$ cat config.mk
export PLATFORM = sky130hd
export DESIGN_NAME = qpu_lsu_icb_ctrl
export DESIGN_NICKNAME = d
export VERILOG_FILES = /design/src/rtl/qpu_lsu_icb_ctrl.sv
export SDC_FILE = /design/constraint.sdc
export NUM_CORES = 1
export LEC_CHECK = 0
export ABC_AREA = 0
export BUFFER_PORTS_ARGS = -buffer_cell sky130_fd_sc_hd__buf_2
export CAP_MARGIN = 20
export CORE_ASPECT_RATIO = 0.5
export CORE_UTILIZATION = 28
export DETAILED_ROUTE_END_ITERATION = 16
export PLACE_DENSITY_LB_ADDON = 0.2
export SKIP_LAST_GASP = 1
export SLEW_MARGIN = 20
export SYNTH_ARGS = -nofsm -noshare
export SYNTH_HDL_FRONTEND = slang
export SYNTH_SLANG_ARGS = --single-unit
$ cat constraint.sdc
create_clock -name clk -period 12.9 [get_ports clk]
set_clock_uncertainty 0.1 [all_clocks]
set_input_delay 1.29 -clock clk [delete_from_list [all_inputs] [get_ports clk]]
set_output_delay 1.29 -clock clk [all_outputs]
set_load 0.01 [all_outputs]
$ cat src/rtl/qpu_lsu_icb_ctrl.sv
// ICB slave between the LSU and the single-port data SRAM: buffers commands,
// range/alignment checks them, drives the SRAM and returns in-order responses.
module qpu_lsu_icb_ctrl #(
   parameter int unsigned           XLEN       = 32,
   parameter int unsigned           ADDR_SIZE  = 32,
   parameter int unsigned           RAM_AW     = 10,
   parameter logic [ADDR_SIZE-1:0]  RAM_BASE   = '0,
   parameter int unsigned           FIFO_DEPTH = 2
) (
   input  logic                          clk,
   input  logic                          rst,
   input  logic                          icb_cmd_valid,
   output logic                          icb_cmd_ready,
   input  logic [ADDR_SIZE-1:0]          icb_cmd_addr,
   input  logic                          icb_cmd_read,
   input  logic [XLEN-1:0]               icb_cmd_wdata,
   input  logic [XLEN/8-1:0]             icb_cmd_wmask,
   output logic                          icb_rsp_valid,
   input  logic                          icb_rsp_ready,
   output logic [XLEN-1:0]               icb_rsp_rdata,
   output logic                          icb_rsp_err,
   output logic                          ram_cs,
   output logic                          ram_we,
   output logic [RAM_AW-1:0]             ram_addr,
   output logic [XLEN-1:0]               ram_wdata,
   output logic [XLEN/8-1:0]             ram_wem,
   input  logic [XLEN-1:0]               ram_dout,
   output logic [$clog2(FIFO_DEPTH):0]   fifo_count,
   output logic                          idle
);

   localparam int unsigned PW = $clog2(FIFO_DEPTH);
   localparam int unsigned CW = PW + 1;
   localparam int unsigned MW = XLEN / 8;

   typedef struct packed {
      logic [ADDR_SIZE-1:0] addr;
      logic                 read;
      logic [XLEN-1:0]      wdata;
      logic [MW-1:0]        wmask;
   } cmd_t;

   cmd_t            mem_q [FIFO_DEPTH];
   cmd_t            head;
   logic [PW-1:0]   wr_ptr_q, wr_ptr_d, rd_ptr_q, rd_ptr_d;
   logic [CW-1:0]   count_q, count_d;
   logic            push, pop, empty, full, head_err;
   logic            rsp_valid_q, rsp_valid_d;
   logic            rsp_err_q, rsp_err_d;
   logic            rsp_load_q, rsp_load_d;
   logic            rsp_first_q, rsp_first_d;
   logic [XLEN-1:0] hold_q, hold_d;
   logic [XLEN-1:0] rsp_rdata;

   assign empty         = (count_q == '0);
   assign full          = (count_q == CW'(FIFO_DEPTH));
   assign icb_cmd_ready = !full;
   assign push          = icb_cmd_valid & !full;
   assign pop           = !empty & (!rsp_valid_q | icb_rsp_ready);
   assign head          = mem_q[rd_ptr_q];

   // RAM_BASE is window-aligned, so the range check reduces to matching the upper bits
   assign head_err = (head.addr[1:0] != 2'b00) |
                     (head.addr[ADDR_SIZE-1:RAM_AW+2] != RAM_BASE[ADDR_SIZE-1:RAM_AW+2]);

   always_ff @(posedge clk) begin
      if (push) begin
         mem_q[wr_ptr_q] <= '{addr: icb_cmd_addr, read: icb_cmd_read,
                              wdata: icb_cmd_wdata, wmask: icb_cmd_wmask};
      end
   end

   always_comb begin
      wr_ptr_d = wr_ptr_q;
      rd_ptr_d = rd_ptr_q;
      count_d  = count_q;
      if (push) wr_ptr_d = wr_ptr_q + PW'(1);
      if (pop)  rd_ptr_d = rd_ptr_q + PW'(1);
      case ({push, pop})
         2'b10:   count_d = count_q + CW'(1);
         2'b01:   count_d = count_q - CW'(1);
         default: count_d = count_q;
      endcase
   end

   always_comb begin
      ram_cs    = 1'b0;
      ram_we    = 1'b0;
      ram_addr  = '0;
      ram_wdata = '0;
      ram_wem   = '0;
      if (pop && !head_err) begin
         ram_cs    = 1'b1;
         ram_we    = !head.read;
         ram_addr  = head.addr[RAM_AW+1:2];
         ram_wdata = head.wdata;
         ram_wem   = head.wmask;
      end
   end

   // First response cycle takes SRAM data live; later stalled cycles replay the hold copy
   assign rsp_rdata = rsp_first_q ? (rsp_load_q ? ram_dout : '0) : hold_q;

   always_comb begin
      rsp_valid_d = rsp_valid_q;
      rsp_err_d   = rsp_err_q;
      rsp_load_d  = rsp_load_q;
      rsp_first_d = 1'b0;
      hold_d      = hold_q;
      if (rsp_first_q) hold_d = rsp_rdata;
      if (pop) begin
         rsp_valid_d = 1'b1;
         rsp_err_d   = head_err;
         rsp_load_d  = head.read & !head_err;
         rsp_first_d = 1'b1;
      end else if (rsp_valid_q && icb_rsp_ready) begin
         rsp_valid_d = 1'b0;
      end
   end

   always_ff @(posedge clk or posedge rst) begin
      if (rst) begin
         wr_ptr_q    <= '0;
         rd_ptr_q    <= '0;
         count_q     <= '0;
         rsp_valid_q <= 1'b0;
         rsp_err_q   <= 1'b0;
         rsp_load_q  <= 1'b0;
         rsp_first_q <= 1'b0;
         hold_q      <= '0;
      end else begin
         wr_ptr_q    <= wr_ptr_d;
         rd_ptr_q    <= rd_ptr_d;
         count_q     <= count_d;
         rsp_valid_q <= rsp_valid_d;
         rsp_err_q   <= rsp_err_d;
         rsp_load_q  <= rsp_load_d;
         rsp_first_q <= rsp_first_d;
         hold_q      <= hold_d;
      end
   end

   assign icb_rsp_valid = rsp_valid_q;
   assign icb_rsp_err   = rsp_err_q;
   assign icb_rsp_rdata = rsp_rdata;
   assign fifo_count    = count_q;
   assign idle          = empty & !rsp_valid_q & !ram_cs;

endmodule

## After elaboration in Yosys (flattened, before gate mapping)

Memories as Yosys holds them, arrays and structs flattened.
Index checks and enable logic that the tools add are counted.

| storage, ports and cells | value |
|---|---|
| register bits after elaboration | 40 |
| bits in writable memories | 138 |
| input port bits | 105 |
| output and inout bits | 86 |
| logic and storage cells | 49 |
| memories kept | 1 |

Memories:

| name | depth | bits a word | read ports | clocked after memory_dff | write ports | line | text |
|---|---|---|---|---|---|---|---|
| mem_q | 2 | 69 | 1 | 0 | 1 | 43 | `cmd_t mem_q [FIFO_DEPTH];` |

| operators by class | value |
|---|---|
| add/sub/neg operators | 4 |
| equality and inequality tests | 3 |
| mux-type cells | 13 |
| bitwise logic cells | 7 |
| reduce and logical (&&, ||, !) cells | 13 |

Operators with widths:

| cell | number |
|---|---|
| $mux W32 | 3 |
| $reduce_bool A20 Y1 | 1 |
| $mux W10 | 1 |
| $mux W1 | 7 |
| $logic_not A1 Y1 | 6 |
| $reduce_bool A2 Y1 | 3 |
| $and A1 B1 Y1 | 5 |
| $eq A2 B2 Y1 const B | 2 |
| $mux W4 | 1 |
| $pmux W2 S2 | 1 |
| $add A1 B1 Y1 const B | 2 |
| $add A2 B1 Y2 const B | 1 |
| $eq A2 B1 Y1 const B | 1 |
| $logic_and A1 B1 Y1 | 2 |
| $logic_not A2 Y1 | 1 |
| $or A1 B1 Y1 | 2 |
| $sub A2 B1 Y2 const B | 1 |

## Depth between registers and ports, before layout

An unclocked memory read counts as a cell.

| logic depth | value |
|---|---|
| depth after elaboration | 8 |
| mapped depth | 7 |
| mapped depth without buffers | 7 |

## Least setup slack after synthesis

Ideal clock, no wire load.

| timing path | value |
|---|---|
| kind | input -> register |
| from | input port icb_cmd_valid |
| to | memory mem_q[0][0] (netlist name) (enable) |
| setup time | 0.496 ns |
| arrival time | 4.269 ns |
| setup slack | 8.034 ns |
| stages on the path | 2 |
| buffers on the path | 0 |
| cells stage by stage | nand2_1 nor2_1 |

| on the way | value |
|---|---|
| longest elaborated chain between the ends | 3 |

RTL lines:

| element | line | text |
|---|---|---|
| start: declaration | 12 | `input logic icb_cmd_valid,` |
| $and A1 B1 Y1 | 58 | `assign push = icb_cmd_valid & !full;` |
| $mux W1 | 67 | `if (push) begin` |
| $mux W1 (not written as such) | 68 | `mem_q[wr_ptr_q] <= '{addr: icb_cmd_addr, read: icb_cmd_read,` |
| end: declaration | 43 |  |

No other way between the ends.

## Worst setup path after layout

| timing path | value |
|---|---|
| from | register rd_ptr_q |
| to | output port ram_wdata[8] |

| on the way | value |
|---|---|
| longest elaborated chain between the ends | 6 |
| elaborated cells between the ends (all ways) | 7 |
| classes of those cells | 1 x mux; 1 x bitwise; 4 x reduce/logical; 1 x memory |

RTL lines:

| element | line | text |
|---|---|---|
| start: declaration | 45 | `logic [PW-1:0] wr_ptr_q, wr_ptr_d, rd_ptr_q, rd_ptr_d;` |
| start signal: assignment | 133 | `rd_ptr_q <= rd_ptr_d;` |
| $mem_v2 Z2 W69 * | n/a |  |
| $reduce_bool A20 Y1 / $reduce_bool A2 Y1 (equally long branches) | 64, 63 |  |
| $or A1 B1 Y1 | 63 | `assign head_err = (head.addr[1:0] != 2'b00) \|` |
| $logic_not A1 Y1 | 92 | `if (pop && !head_err) begin` |
| $logic_and A1 B1 Y1 | 92 |  |
| $mux W32 * | 92 |  |
| end: declaration | 25 | `output logic [XLEN-1:0] ram_wdata,` |

Mark *: on every way between the ends. The rest lies on a longest branch, timed or not.

==> run metrics <==
status=finished clean; Critical Path Source Type=flop; synth unique cells=24; full die area=24900 sq um; top layer in use=met5; initial DRC count=197; achievable frequency=224 MHz; Synth area leader=edfxtp_1; fin crit period=4460 ps; Worst-Margin Slew=1010 ps; CP Capture Type=output pin; predominant post-synthesis flop cell=edfxtp_1; Synth area leaders=edfxtp_1 (61%), dfrtp_1 (15%), mux2i_1 (6.8%), o21ai_0 (4.8%), nor3_1 (3.7%); largest stage delay on the critical path=690 ps; Final Hold Fails=0; vias in the first global route=4287; Syn Nets=575; fraction of layout cells with a size suffix above 1=34.9%; worst hold-check path type=reg2reg; DRC Markers=0; GRT overflow=0; Post-Synthesis Cell Area=6800 sq um; Placer Congestion=0.730; Pre-antenna DRT Iters=4; Power, Total=0.00164 W; Synth top cells by count=edfxtp_1 (138), o21ai_0 (65), nor3_1 (50); routed vias/inst=4.32; CTS tree=done; Root Driver=clkbuf_16; hold buffers post-CTS=0; max-slew violation count=0; cell with the most instances after synthesis=edfxtp_1; WL met1=6630 microns; Post-synth EDFFs=138; post_cts resized=0; slowest cell on the critical path=buf_4; Rows=39; unrepaired setup endpoints after global routing=no; pin count of the biggest net entering global routing=70; Initial Utilization=29.1%; core area=23300 sq um; required time worst endpoint=11510 ps; CP Data Arrival Time=3070 ps; Leak=3.53 nW; CTS sink count=178; WS Path Type=reg2out; clk_lat worst skew=440 ps; Die Y=112 microns; crit path cell chain=buf_4 -> nor4b_1 -> nand4_1 -> o22a_2 -> nor3_1 -> buf_2; non-filler cells, final=976; H-tree Lvls=4; dpl cell area=8070 sq um; area of the multi-input gates=1420 sq um; Async S/R FF share, synth=22.5%; Slew HR=32.4%; Clk pin slew, worst setup/hold paths=60 ps; maximum clock insertion buffer count=2; mean area per synthesized cell=14.5 sq um; Crit Path Max Fanout=50; post-CTS setup buffer count=0; # fillers=2265; crit share post-route=34.6%; setup TNS=0 ps; worst vdd ir=0.0704 mV; synth warn=0; IO Pins=191; share of the synthesized area in the top cell type=61.0%; DR vias=4220; max cap viols=0; register area share after synthesis=75.7%; first-pass GRT wire length=23000 microns; CTS Buf Count=17; PortBufs=190; Final HPWL DP=9680 microns; routed length per instance=15.2 microns; Final nets=761; Register Area=5150 sq um; Cells after Synth=469; DRT Wirelength=14900 microns; All-Layer GR Usage=12.4%; Layout area overhead=28.2%; Power Density=188 nW/um^2; Final ANT Viol Nets=0; Final setup viols=0; placed cell count=943; register bit count reported by yosys=178; fin area=8710 sq um; initial antenna violation count=2; met2 WL=7390 microns; routed length on met3=561 microns; hold slack=381 ps; Die Width=222 microns
-- where the power goes --
| part | switching (W) | internal [W] | total [W] |
|---|---|---|---|
| combinational | 0.000198 | 0.0000970 | 0.000295 |
| clock | 0.000216 | 0.000345 | 0.000561 |
| sequential | 0.0000339 | 0.000749 | 0.000783 |
| total | 0.000449 | 0.00119 | 0.00164 |
-- sequential cells by signal (all words and copies together) (netlist names) --
name / cells
fifo_count: 2
hold_q: 32
rsp_first_q: 1
icb_rsp_valid: 1
mem_q: 138
rd_ptr_q: 1
wr_ptr_q: 1
icb_rsp_err: 1
rsp_load_q: 1
-- logic make-up (layout without fill, tap and decap cells) --
| family | count (synthesis) | count (layout) | share of synthesized area [%] |
|---|---|---|---|
| DFF | 178 | 178 | 75.7 |
| and+or+nand+nor | 108 | 108 | 7.64 |
| AOI/OAI and AO/OA | 67 | 67 | 4.99 |
| buffers and inverters | 62 | 261 | 3.74 |
| muxes | 48 | 48 | 7.11 |
| xor gates and xnor gates | 5 | 5 | 0.644 |
| adders and majority gates | 1 | 1 | 0.184 |
| other | 0 | 1 | 0 |
-- placed cells by master, fill, tap and decap left out, drive strengths merged, types with 2 or more instances in the layout --
| cell type | Yosys | routed |
|---|---|---|
| nand2b | 3 | 3 |
| nand4 | 2 | 2 |
| edfxtp | 138 | 138 |
| inv | 34 | 36 |
| xnor2 | 4 | 4 |
| o21ai | 66 | 66 |
| mux2 | 2 | 2 |
| nor4 | 9 | 9 |
| clkinvlp | 0 | 2 |
| nor3 | 50 | 50 |
| nand2 | 37 | 37 |
| mux2i | 46 | 46 |
| dfrtp | 40 | 40 |
| buf | 12 | 195 |
| nor2 | 4 | 4 |
| clkinv | 0 | 3 |
| clkbuf | 16 | 20 |
| bufinv | 0 | 5 |
-- metrics by stage --
stage          setup slack, ps  utilization (%)
2_1_floorplan             8030                -
3_3_place_gp              8920             34.6
3_5_place_dp              8790             34.6
4_1_cts                   8300             37.3
5_1_grt                   8140             37.3
6_report                  8440             37.4
-- final timing paths --
kind / endpoint / startpoint / slack, ps / depth (start not counted)
setup / recovery: ram_wdata[8] / rd_ptr_q / 8440 / 6
setup reg to reg: icb_rsp_err / rd_ptr_q / 10170 / 5
hold reg to reg: rsp_load_q / rsp_load_q / 380 / 2
hold / removal: rsp_load_q / rsp_load_q / 380 / 2
max in group asynchronous: rd_ptr_q / rst / 11450 / 3
min in group asynchronous: hold_q[29] / rst / 860 / 3
-- layer usage --
layer	global-route usage, %	vias to the layer above
met5	0	-
met4	5.93	2
met3	3.90	21
met2	21.1	74
met1	14.4	2043
li1	-	2080
-- worst max-delay path: cells and delay by family (launching register included) --
family                 cells  cell delay (ps)
AND/OR/NAND/NOR            3              820
flip-flops                 1              340
buffers and inverters      2              870
AO/OA/AOI/OAI              1              570
-- cell type report --
| type | instances | area share [%] |
|---|---|---|
| antenna | 1 | 0.0287 |
| clock buffer | 20 | 5.01 |
| clock inverter | 12 | 2.33 |
| inverter | 34 | 1.46 |
| multi-input combinational | 229 | 16.3 |
| sequential | 178 | 59.1 |
| tap | 307 | 4.41 |
| timing repair buffer | 195 | 11.3 |
(Power assumes the default switching activity.)
